**src/rtl/fifo_pkg.sv**
```systemverilog
// fifo_pkg
// Shared definitions for the parametrised FIFO and its storage sub-module.
// Contents:
//   DEFAULT_BITNUMBER / DEFAULT_LENGTH : default word width and depth
//   calc_cntw(length)   : width needed to hold an occupancy of 0..length
//   calc_ptrw(length)   : width of a pointer that indexes 0..length-1
//   ptr_inc(ptr,length) : pointer increment with explicit wrap at length-1
//   fifo_op_e           : which of read/write were accepted this cycle
package fifo_pkg;

    localparam int DEFAULT_BITNUMBER = 8;
    localparam int DEFAULT_LENGTH    = 8;

    // Occupancy runs from 0 to LENGTH inclusive, hence the +1.
    function automatic int calc_cntw(input int length);
        return $clog2(length + 1);
    endfunction

    function automatic int calc_ptrw(input int length);
        return (length > 1) ? $clog2(length) : 1;
    endfunction

    // Depth need not be a power of two, so wrap is an explicit compare
    // rather than letting the pointer overflow naturally.
    function automatic int unsigned ptr_inc(input int unsigned ptr,
                                            input int unsigned length);
        if (ptr == length - 1)
            return 0;
        else
            return ptr + 1;
    endfunction

    // Encoding matches the concatenation {write_accepted, read_accepted}.
    typedef enum logic [1:0] {
        OP_IDLE  = 2'b00,
        OP_READ  = 2'b01,
        OP_WRITE = 2'b10,
        OP_BOTH  = 2'b11
    } fifo_op_e;

endpackage

```
**src/rtl/fifo_mem.sv**
```systemverilog
// fifo_mem
// LENGTH x BITNUMBER register array: one synchronous write port and one
// asynchronous read port. Kept separate so a cell-library RAM can be
// dropped in without touching the FIFO control logic.
// Ports:
//   clk      : write clock
//   wr_en    : write strobe
//   wr_addr  : write address (0..LENGTH-1)
//   wr_data  : write data
//   rd_addr  : read address (0..LENGTH-1)
//   rd_data  : combinational read data
module fifo_mem #(
    parameter int BITNUMBER = 8,
    parameter int LENGTH    = 8,
    parameter int PTRW      = 3
) (
    input  logic                 clk,
    input  logic                 wr_en,
    input  logic [PTRW-1:0]      wr_addr,
    input  logic [BITNUMBER-1:0] wr_data,
    input  logic [PTRW-1:0]      rd_addr,
    output logic [BITNUMBER-1:0] rd_data
);

    logic [BITNUMBER-1:0] mem [LENGTH];

    // Storage is intentionally not reset; the FIFO's count decides which
    // entries are meaningful.
    always_ff @(posedge clk) begin
        if (wr_en)
            mem[wr_addr] <= wr_data;
    end

    assign rd_data = mem[rd_addr];

endmodule

```
**src/rtl/fifo_param.sv**
```systemverilog
// fifo_param
// Parametrised synchronous FIFO with programmable almost-full/almost-empty
// thresholds, occupancy count, one-cycle error pulses and a sticky error.
// Ports:
//   clk, reset (sync, active-high)
//   Fifo_wr / Fifo_rd / Fifo_Data_in : requests and write data
//   umbral_alto / umbral_bajo        : almost-full / almost-empty thresholds
//   error_clr                        : clears the sticky Fifo_error
//   Fifo_Data_out                    : registered read data (latency 1)
//   Fifo_full / Fifo_empty / almost_full / almost_empty / Fifo_count :
//                                      combinational from the count register
//   Fifo_rd_error / Fifo_wr_error    : one-cycle pulses for rejected requests
//   Fifo_error                       : sticky OR of the pulses
module fifo_param
    import fifo_pkg::*;
#(
    parameter int BITNUMBER = DEFAULT_BITNUMBER,
    parameter int LENGTH    = DEFAULT_LENGTH,
    parameter int CNTW      = calc_cntw(LENGTH)
) (
    input  logic                 clk,
    input  logic                 reset,
    input  logic                 Fifo_wr,
    input  logic                 Fifo_rd,
    input  logic [BITNUMBER-1:0] Fifo_Data_in,
    input  logic [CNTW-1:0]      umbral_alto,
    input  logic [CNTW-1:0]      umbral_bajo,
    input  logic                 error_clr,
    output logic [BITNUMBER-1:0] Fifo_Data_out,
    output logic                 Fifo_full,
    output logic                 Fifo_empty,
    output logic                 almost_full,
    output logic                 almost_empty,
    output logic                 Fifo_rd_error,
    output logic                 Fifo_wr_error,
    output logic                 Fifo_error,
    output logic [CNTW-1:0]      Fifo_count
);

    localparam int PTRW = calc_ptrw(LENGTH);

    logic [PTRW-1:0]      wr_ptr;
    logic [PTRW-1:0]      rd_ptr;
    logic [CNTW-1:0]      count;
    logic                 wr_ok;
    logic                 rd_ok;
    logic                 rd_reject;
    logic                 wr_reject;
    logic [BITNUMBER-1:0] mem_rd_data;
    fifo_op_e             op;

    fifo_mem #(
        .BITNUMBER (BITNUMBER),
        .LENGTH    (LENGTH),
        .PTRW      (PTRW)
    ) u_mem (
        .clk     (clk),
        .wr_en   (wr_ok),
        .wr_addr (wr_ptr),
        .wr_data (Fifo_Data_in),
        .rd_addr (rd_ptr),
        .rd_data (mem_rd_data)
    );

    // Status flags come straight from the count register and the live
    // thresholds, so a threshold change is reflected in the same cycle.
    assign Fifo_count   = count;
    assign Fifo_full    = (count == CNTW'(LENGTH));
    assign Fifo_empty   = (count == '0);
    assign almost_full  = (count >= umbral_alto);
    assign almost_empty = (count <= umbral_bajo);

    // A write is allowed into a full FIFO when a read frees the oldest slot
    // in the same cycle. A read from an empty FIFO is never bypassed from
    // the write data, even if a write arrives at the same time.
    always_comb begin
        wr_ok     = Fifo_wr && (!Fifo_full || Fifo_rd);
        rd_ok     = Fifo_rd && !Fifo_empty;
        rd_reject = Fifo_rd && Fifo_empty;
        wr_reject = Fifo_wr && Fifo_full && !Fifo_rd;
        op        = fifo_op_e'({wr_ok, rd_ok});
    end

    // Pointers, occupancy and read data register. Reset empties the FIFO
    // but leaves the storage array untouched.
    always_ff @(posedge clk) begin
        if (reset) begin
            wr_ptr        <= '0;
            rd_ptr        <= '0;
            count         <= '0;
            Fifo_Data_out <= '0;
        end else begin
            if (wr_ok)
                wr_ptr <= PTRW'(ptr_inc(32'(wr_ptr), LENGTH));
            if (rd_ok) begin
                rd_ptr        <= PTRW'(ptr_inc(32'(rd_ptr), LENGTH));
                Fifo_Data_out <= mem_rd_data;
            end
            case (op)
                OP_WRITE: count <= count + CNTW'(1);
                OP_READ:  count <= count - CNTW'(1);
                default:  count <= count;
            endcase
        end
    end

    // Error pulses last exactly one cycle after the rejected request. The
    // sticky flag rises together with the pulse, and a new error outranks
    // a clear requested in the same cycle.
    always_ff @(posedge clk) begin
        if (reset) begin
            Fifo_rd_error <= 1'b0;
            Fifo_wr_error <= 1'b0;
            Fifo_error    <= 1'b0;
        end else begin
            Fifo_rd_error <= rd_reject;
            Fifo_wr_error <= wr_reject;
            if (rd_reject || wr_reject)
                Fifo_error <= 1'b1;
            else if (error_clr)
                Fifo_error <= 1'b0;
        end
    end

endmodule

```
**config.mk**
```make
export PLATFORM = sky130hd
export DESIGN_NAME = fifo_param
export DESIGN_NICKNAME = d
export VERILOG_FILES = /design/src/rtl/fifo_pkg.sv /design/src/rtl/fifo_mem.sv /design/src/rtl/fifo_param.sv
export SDC_FILE = /design/constraint.sdc
export NUM_CORES = 1
export LEC_CHECK = 0
export ABC_AREA = 1
export BUFFER_PORTS_ARGS = -buffer_cell sky130_fd_sc_hd__buf_4
export CELL_PAD_IN_SITES_DETAIL_PLACEMENT = 0
export CELL_PAD_IN_SITES_GLOBAL_PLACEMENT = 1
export CORE_ASPECT_RATIO = 1.4
export CORE_MARGIN = 3
export CORE_UTILIZATION = 49
export CTS_CLUSTER_SIZE = 28
export DETAILED_ROUTE_END_ITERATION = 10
export GPL_ROUTABILITY_DRIVEN = 0
export PLACE_DENSITY = 0.95
export SETUP_SLACK_MARGIN = 0.05
export SYNTH_ARGS = -nofsm -noshare
export SYNTH_HDL_FRONTEND = slang
export SYNTH_SLANG_ARGS = --single-unit
```
**constraint.sdc**
```tcl
create_clock -name clk -period 3 [get_ports clk]
set_input_delay 0.15 -clock clk [delete_from_list [all_inputs] [get_ports clk]]
set_output_delay 0.15 -clock clk [all_outputs]
set_load 0.005 [all_outputs]
```
==> impl_metrics.ini, run 1 <==
[layout]
syn_to_final_growth_pct = 15.0
nFillCells = 647
multi_input_area_um2 = 1290
layout-drive-gt1-share_pct = 20.6
ff_latch_area_um2 = 2340
utilization_pct = 58.8
diodes = 0
fin_cells = 561
nets = 492

[logic_synthesis]
synth_top_area_share_pct = 47.9
syn_area_um2 = 4010
synthTopCellsByArea = edfxtp_1 48%, dfxtp_1 10%, nand2_1 9.6%
synth_fp_nets = 447
yosysMostFrequentCell = nand2_1
synth_edf_count = 64
async_reset_ff_share_pct = 0
ys_ff_latch = 85
netlist_instances = 411
ys.flop_type = edfxtp_1
synth_cell_types = 30
yosysTopAreaCell = edfxtp_1
ys_top_cells_by_count = 102 x nand2_1, 69 x inv_1, 64 x edfxtp_1
synth_area_per_cell_um2 = 9.75
yosysWarnings = 0
ys_seq_area_share_pct = 58.4

[grt]
antenna_found_initial = 0
grt_max_degree = 34
track_usage_pct = 18.4
grt_pass1_vias = 2702
grt_pass1_wl_um = 12700
globalRouteOverflowTotal = 0

[sta]
fin_worst_skew_ns = 0.00523
setup_viol = 0
min_period_ns = 2.37
period_share_pct = 79.2
hold_viol_final = 0
tightest_slew_ns = 0.819
grt_setup_unrepaired = false
finalSetupTns_ns = 0
fmax_ghz = 0.421
relSlewSlack_pct = 45.2
slew_violations = 0
whs_ns = 0.0208

[floorplanning]
core_um2 = 7850
start_util_pct = 51.1
rows = 38
die_height_um = 113
die-area_um2 = 9320
die_w_um = 82.4
ioPinCount = 40

[power_and_ir_drop]
pwr-share-comb_pct = 35.2
internal-power_uw = 2340
seqPwrFrac_pct = 42.6
finalPower_uw = 3710
power_density_nw_per_um2 = 805
peakVddDrop_mv = 0.471
p_sw_share_pct = 37.0
switchingPower_uw = 1370
clkPwrFrac_pct = 22.2
p_leak_uw = 0.00209

[clock_tree]
cts-root-buf = clkbuf_8
cts_setup_buffers = 0
tritoncts = built
cts_sinks = 85
htreeDepth = 3
cts_resized = 0
cts_buffers = 9
clock_path_buffers = 2
clk_latency_ns = 0.36
hold_buffers = 0
clkTransAtPathRegs_ns = 0.09

[place]
post-place-cells = 545
dpl.hpwl_um = 5450
io_buffer_count = 39

[worst_hold_path]
min-delay-path-class = input pin to register

[critical_path]
path_max_fanout = 15
cp-start-kind = register
end_kind = register
cp.required_ns = 3.26
critPathKind = register to register
arrival_ns = 2.64

[routing]
drc = 0
route.vias.total = 2773
drt_wl_total_um = 7900
via_per_inst = 4.94
ant_nets = 0
dr.pass1.iters = 4
wl_per_cell_um = 14.1
drt-initial-drc-count = 151

[status]
status = completed

[job]
max-cap-violations = 0
power by group through the flow:
| stage | logic [uW] | clock network (uW) | registers, uW |
|---|---|---|---|
| CTS | 1330 | 841 | 1580 |
| global placement | 1290 | 0 | 1600 |
| detailed placement | 1320 | 0 | 1610 |
| global route | 1490 | 888 | 1600 |
| finish | 1310 | 826 | 1580 |
| floorplan | 975 | 0 | 1540 |
worst max-delay path, cell delays in order (launching register included):
cell	delay [ns]
dfxtp_1	0.50
inv_1	0.14
nand3_2	0.14
nand2_4	0.20
inv_2	0.25
ha_1	0.24
nand2_1	0.07
inv_1	0.09
nor2_2	0.05
ha_1	0.18
a21oi_1	0.14
xnor2_1	0.08
o21ai_0	0.14
inv_1	0.05
state kept, by name, indices dropped and copies added, names as in the netlist:
signal / count
Fifo_wr_error: 1
rd_ptr: 3
Fifo_rd_error: 1
Fifo_Data_out: 8
Fifo_count: 4
u_mem.mem: 64
Fifo_error: 1
wr_ptr: 3
per-layer routing:
metal	GRT usage [%]	part of all wire, %	up-vias
met4	7.87	1.4	0
met2	32.2	53	74
met5	0	0	-
li1	-	-	1416
met1	21.3	40	1276
met3	3.90	5.7	7
cells by family after synthesis:
family	synth area share (%)
DFF	58.4
adders and majority gates	4.68
and+or+nand+nor	22.0
xor gates and xnor gates	0.437
buffers and inverters	9.46
AOI/OAI and AO/OA	5.02
cell type report:
| type | count | share of cell area (%) |
|---|---|---|
| Clock inverter | 7 | 1.79 |
| Timing Repair Buffer | 48 | 7.82 |
| Multi-Input combinational cell | 236 | 27.9 |
| Tap cell | 100 | 2.71 |
| Clock buffer | 9 | 2.69 |
| Sequential cell | 85 | 50.8 |
| Inverter | 76 | 6.27 |
stage by stage:
stage	instance area (um2)	setup slack (ns)
after floorplan	4010	1.10
after global placement	4400	0.722
after detailed placement	4400	0.626
after CTS	4610	0.614
after global routing	4610	0.383
final	4610	0.625
worst paths after layout:
check                           slack, ns                             to                          start  cells past startpoint
worst max-delay path                 0.63     Fifo_count[2]$_SDFFE_PP0P_     Fifo_count[3]$_SDFFE_PP0P_                     13
worst min-delay path                 0.02      u_mem.mem[3][7]$_DFFE_PP_                Fifo_Data_in[7]                      1
worst max register to register       0.63     Fifo_count[2]$_SDFFE_PP0P_     Fifo_count[3]$_SDFFE_PP0P_                     13
worst min register to register       0.48  Fifo_Data_out[7]$_SDFFE_PP0P_  Fifo_Data_out[7]$_SDFFE_PP0P_                      2
placed cells by master (no fill, tap or decap):
cell	instances
or2_1	1
o21ai_1	1
inv_6	3
nor4_2	1
nand3_2	1
inv_1	69
edfxtp_1	64
a211oi_2	3
nand4_2	1
nand3_1	53
inv_2	5
bufinv_16	1
a21oi_1	11
ha_1	15
nand4_1	1
xnor2_1	2
o211ai_1	1
clkinv_2	1
o21ai_0	4
clkinv_4	3
inv_4	1
a21oi_2	7
nand2_1	102
nor2_1	19
a211oi_1	2
buf_4	48
nor2_2	2
nand2_4	9
dfxtp_1	21
clkbuf_8	9
(Power assumes the default switching activity.)
==> run 2: changes to the inputs <==
- CORE_UTILIZATION: 49 -> 46
- PLACE_DENSITY: 0.95 -> 0.92
- clock period: 3 -> 2.4 ns (I/O delays scaled with it)
==> impl_metrics.ini, run 2 (synthesis results as in run 1) <==
[place]
dpl.hpwl_um = 5540
io_buffer_count = 39

[clock_tree]
hold_buffers = 0
cts_sinks = 85
clk_latency_ns = 0.34
clock_path_buffers = 2
clkTransAtPathRegs_ns = 0.07
htreeDepth = 3
cts_buffers = 9
cts_resized = 0
cts_setup_buffers = 0
cts-root-buf = clkbuf_16
tritoncts = built

[sta]
fin_worst_skew_ns = 0.00692
finalSetupTns_ns = 0
tightest_slew_ns = 0.444
slew_violations = 0
hold_viol_final = 0
fmax_ghz = 0.508
setup_viol = 0
relSlewSlack_pct = 70.4
min_period_ns = 1.97
grt_setup_unrepaired = false
period_share_pct = 82.0

[layout]
layout-drive-gt1-share_pct = 21.3
nFillCells = 724
utilization_pct = 56.6
regMostFlops = u_mem.mem
final_cell_mix = 102 x nand2_1, 69 x inv_1, 64 x edfxtp_1
largest_reg_flops = 64
nets = 496
final_common_cell = nand2_1
syn_to_final_growth_pct = 17.9
diodes = 0

[floorplanning]
die-area_um2 = 9890
ioPinCount = 40
die_w_um = 84.9
core_um2 = 8340
start_util_pct = 48.0
die_height_um = 116
rows = 39

[critical_path]
path_max_fanout = 9
worst-path-buf-inv = 2
critical_path.top_delay_family = simple AND/OR/NAND/NOR gates
cp.required_ns = 2.63
arrival_ns = 2.20
end_kind = register
max_stage_delay_ns = 0.41
cp-start-kind = register
crit_slowest_cell = dfxtp_1
path_cells = nor2_2 > nand4_2 > nand2_4 > ha_1 > nand2_1 > inv_1 > nor2_2 > ha_1 > a21oi_1 > xnor2_1 > o21ai_0 > inv_1
critPathKind = register to register

[grt]
grt_max_degree = 34
globalRouteOverflowTotal = 0
grt_pass1_wl_um = 13400
antenna_found_initial = 0
track_usage_pct = 17.7
grt_pass1_vias = 2783

[routing]
drc = 0
drt_wl_total_um = 8240
wl_per_cell_um = 14.5
dr.pass1.iters = 4
via_per_inst = 5.04
drt-initial-drc-count = 129
route.vias.total = 2859
ant_nets = 0

[power_and_ir_drop]
peakVddDrop_mv = 0.554
power_density_nw_per_um2 = 1050
p_leak_uw = 0.00214

[job]
max-cap-violations = 0

[status]
status = completed

[worst_hold_path]
min-delay-path-class = input pin to register
==> run 2: worst paths after layout <==
kind	from	end	slack, ns	depth (start not counted)
worst max register to register	Fifo_count[1]$_SDFFE_PP0P_	Fifo_count[2]$_SDFFE_PP0P_	0.43	12
worst min-delay path	Fifo_Data_in[2]	u_mem.mem[6][2]$_DFFE_PP_	0.02	1
worst max-delay path	Fifo_count[1]$_SDFFE_PP0P_	Fifo_count[2]$_SDFFE_PP0P_	0.43	12
worst min register to register	Fifo_Data_out[7]$_SDFFE_PP0P_	Fifo_Data_out[7]$_SDFFE_PP0P_	0.48	2
==> run 2: routing by layer <==
metal  vias to the layer above  global-route usage [%]  wire [um]
met5                         -                       0          0
met4                         0                    6.02        158
met3                        13                    2.75        386
met2                        76                    32.6       4430
met1                      1343                    21.1       3260
li1                       1427                       -          -
==> run 2: layout make-up <==
type                            count  area (um2)  share of cell area (%)
Clock buffer                        9         225                    4.77
Clock inverter                      7        62.6                    1.32
Inverter                           76         289                    6.12
Multi-Input combinational cell    236        1290                    27.3
Sequential cell                    85        2340                    49.6
Tap cell                          102         128                    2.70
Timing Repair Buffer               52         390                    8.26
==> run 2: through the flow <==
step | hold WS, ns | setup WS, ns | std cells | area [um2] | total power [uW]
after detailed placement | 0.359 | 0.409 | 551 | 4440 | 3690
after floorplan | 0.219 | 0.504 | 411 | 4010 | 3150
final | 0.0176 | 0.432 | 567 | 4720 | 4940
after global routing | 0.0185 | 0.187 | 567 | 4720 | 5300
after CTS | 0.00911 | 0.406 | 567 | 4720 | 5000
after global placement | 0.353 | 0.467 | 551 | 4440 | 3650
==> run 2: power breakdown <==
group | switching (uW) | internal (uW) | leakage (uW)
clock network | 584 | 714 | 0.000135
logic | 1010 | 696 | 0.00126
registers | 177 | 1760 | 0.000754
==> run 3: changes to the inputs <==
- clock period: 2.4 -> 1.91 ns (I/O delays scaled with it)
==> impl_metrics.ini, run 3 (synthesis results as in run 1) <==
[status]
status = completed

[routing]
wl_per_cell_um = 14.4
drt-initial-drc-count = 208
drc = 0
drt_wl_total_um = 8290
route.vias.total = 2891
ant_nets = 0
dr.pass1.iters = 4
via_per_inst = 5.01

[grt]
globalRouteOverflowTotal = 0
grt_pass1_vias = 2817
track_usage_pct = 17.6
grt_pass1_wl_um = 13300
antenna_found_initial = 0
grt_max_degree = 34

[layout]
regMostFlops = u_mem.mem
utilization_pct = 58.0
largest_reg_flops = 64
nets = 506
final_cell_mix = 102 x nand2_1, 68 x inv_1, 64 x edfxtp_1
syn_to_final_growth_pct = 20.6
final_common_cell = nand2_1
layout-drive-gt1-share_pct = 23.6
diodes = 0
nFillCells = 715

[power_and_ir_drop]
peakVddDrop_mv = 1.09
power_density_nw_per_um2 = 1310
p_leak_uw = 0.00219

[sta]
fin_worst_skew_ns = 0.00726
slew_violations = 0
tightest_slew_ns = 0.414
hold_viol_final = 0
grt_setup_unrepaired = false
finalSetupTns_ns = 0
fmax_ghz = 0.574
period_share_pct = 91.2
setup_viol = 0
min_period_ns = 1.74
relSlewSlack_pct = 72.3
timing.final.ws_setup_ns = 0.168

[critical_path]
r2r_cells = 12
path_max_fanout = 4
arrival_ns = 1.97
critPathKind = register to register
end_kind = register
cp-start-kind = register
cp.required_ns = 2.13

[worst_hold_path]
hold_path_depth = 1
min-delay-path-class = input pin to register

[clock_tree]
clk_latency_ns = 0.33
clkTransAtPathRegs_ns = 0.06
cts-root-buf = clkbuf_16
tritoncts = built
htreeDepth = 3
clock_path_buffers = 2
cts_buffers = 9
cts_sinks = 85

[job]
max-cap-violations = 0

[place]
dpl.hpwl_um = 5600
io_buffer_count = 39
place_worst_setup_slack_ns = 0.0825

[floorplanning]
ioPinCount = 40
core_um2 = 8340
die-area_um2 = 9890
die_height_um = 116
start_util_pct = 48.0
rows = 39
die_w_um = 84.9
==> run 3: path summary, 6_finish.rpt <==
check / start / to / slack (ns)
hold / removal: Fifo_Data_in[7] / u_mem.mem[1][7]$_DFFE_PP_ / 0.002
setup reg to reg: Fifo_count[0]$_SDFFE_PP0P_ / Fifo_count[2]$_SDFFE_PP0P_ / 0.17
setup / recovery: Fifo_count[0]$_SDFFE_PP0P_ / Fifo_count[2]$_SDFFE_PP0P_ / 0.17
hold reg to reg: Fifo_Data_out[7]$_SDFFE_PP0P_ / Fifo_Data_out[7]$_SDFFE_PP0P_ / 0.47
==> run 3: report_power, final <==
group | switching (uW) | total [uW] | leakage [uW] | internal (uW)
Clock | 704 | 1590 | 0.000131 | 882
Combinational | 1410 | 2400 | 0.00130 | 992
Sequential | 144 | 2370 | 0.000755 | 2220
Total | 2260 | 6360 | 0.00219 | 4100
==> run 3: metrics by stage <==
step | instance area [um2] | cells | total power (uW) | hold WS (ns)
6_report | 4840 | 577 | 6360 | 0.00214
5_1_grt | 4840 | 577 | 6770 | 0.00234
4_1_cts | 4800 | 576 | 6310 | 0.00122
3_5_place_dp | 4490 | 557 | 4720 | 0.331
3_3_place_gp | 4490 | 557 | 4660 | 0.330
2_1_floorplan | 4020 | 411 | 3980 | 0.194
==> run 3: final cells by class <==
cell class | count | area [um2] | share of cell area, %
Tap cell | 102 | 128 | 2.64
Timing Repair Buffer | 62 | 473 | 9.78
Clock inverter | 7 | 50.0 | 1.03
Inverter | 76 | 289 | 5.98
Sequential cell | 85 | 2350 | 48.5
Clock buffer | 9 | 225 | 4.66
Multi-Input combinational cell | 236 | 1320 | 27.4
==> run 3: timing repair <==
item | in CTS | in global routing
resized for setup | 0 | 9
endpoints found under the hold margin | 24 | 0
hold buffers | 3 | 0
setup buffers | 0 | 1
setup endpoints to repair | 0 | 2
==> run 3: critical path, cell delays in order (launching register included) <==
cell and delay, ns:
dfxtp_2 0.33, nor2_4 0.14, nand3_4 0.10, nand2_4 0.07, inv_2 0.05, ha_4 0.16, nor2_1 0.17, nor2_4 0.05
ha_2 0.18, a21oi_2 0.12, xnor2_1 0.08, o21ai_1 0.13, inv_1 0.05
==> run 3: per-layer routing <==
| metal | track usage (%) | up-vias | wire length, um |
|---|---|---|---|
| met2 | 31.8 | 94 | 4210 |
| met1 | 20.4 | 1339 | 3400 |
| li1 | - | 1444 | - |
| met3 | 2.82 | 14 | 482 |
| met4 | 8.34 | 0 | 199 |
| met5 | 0 | - | 0 |
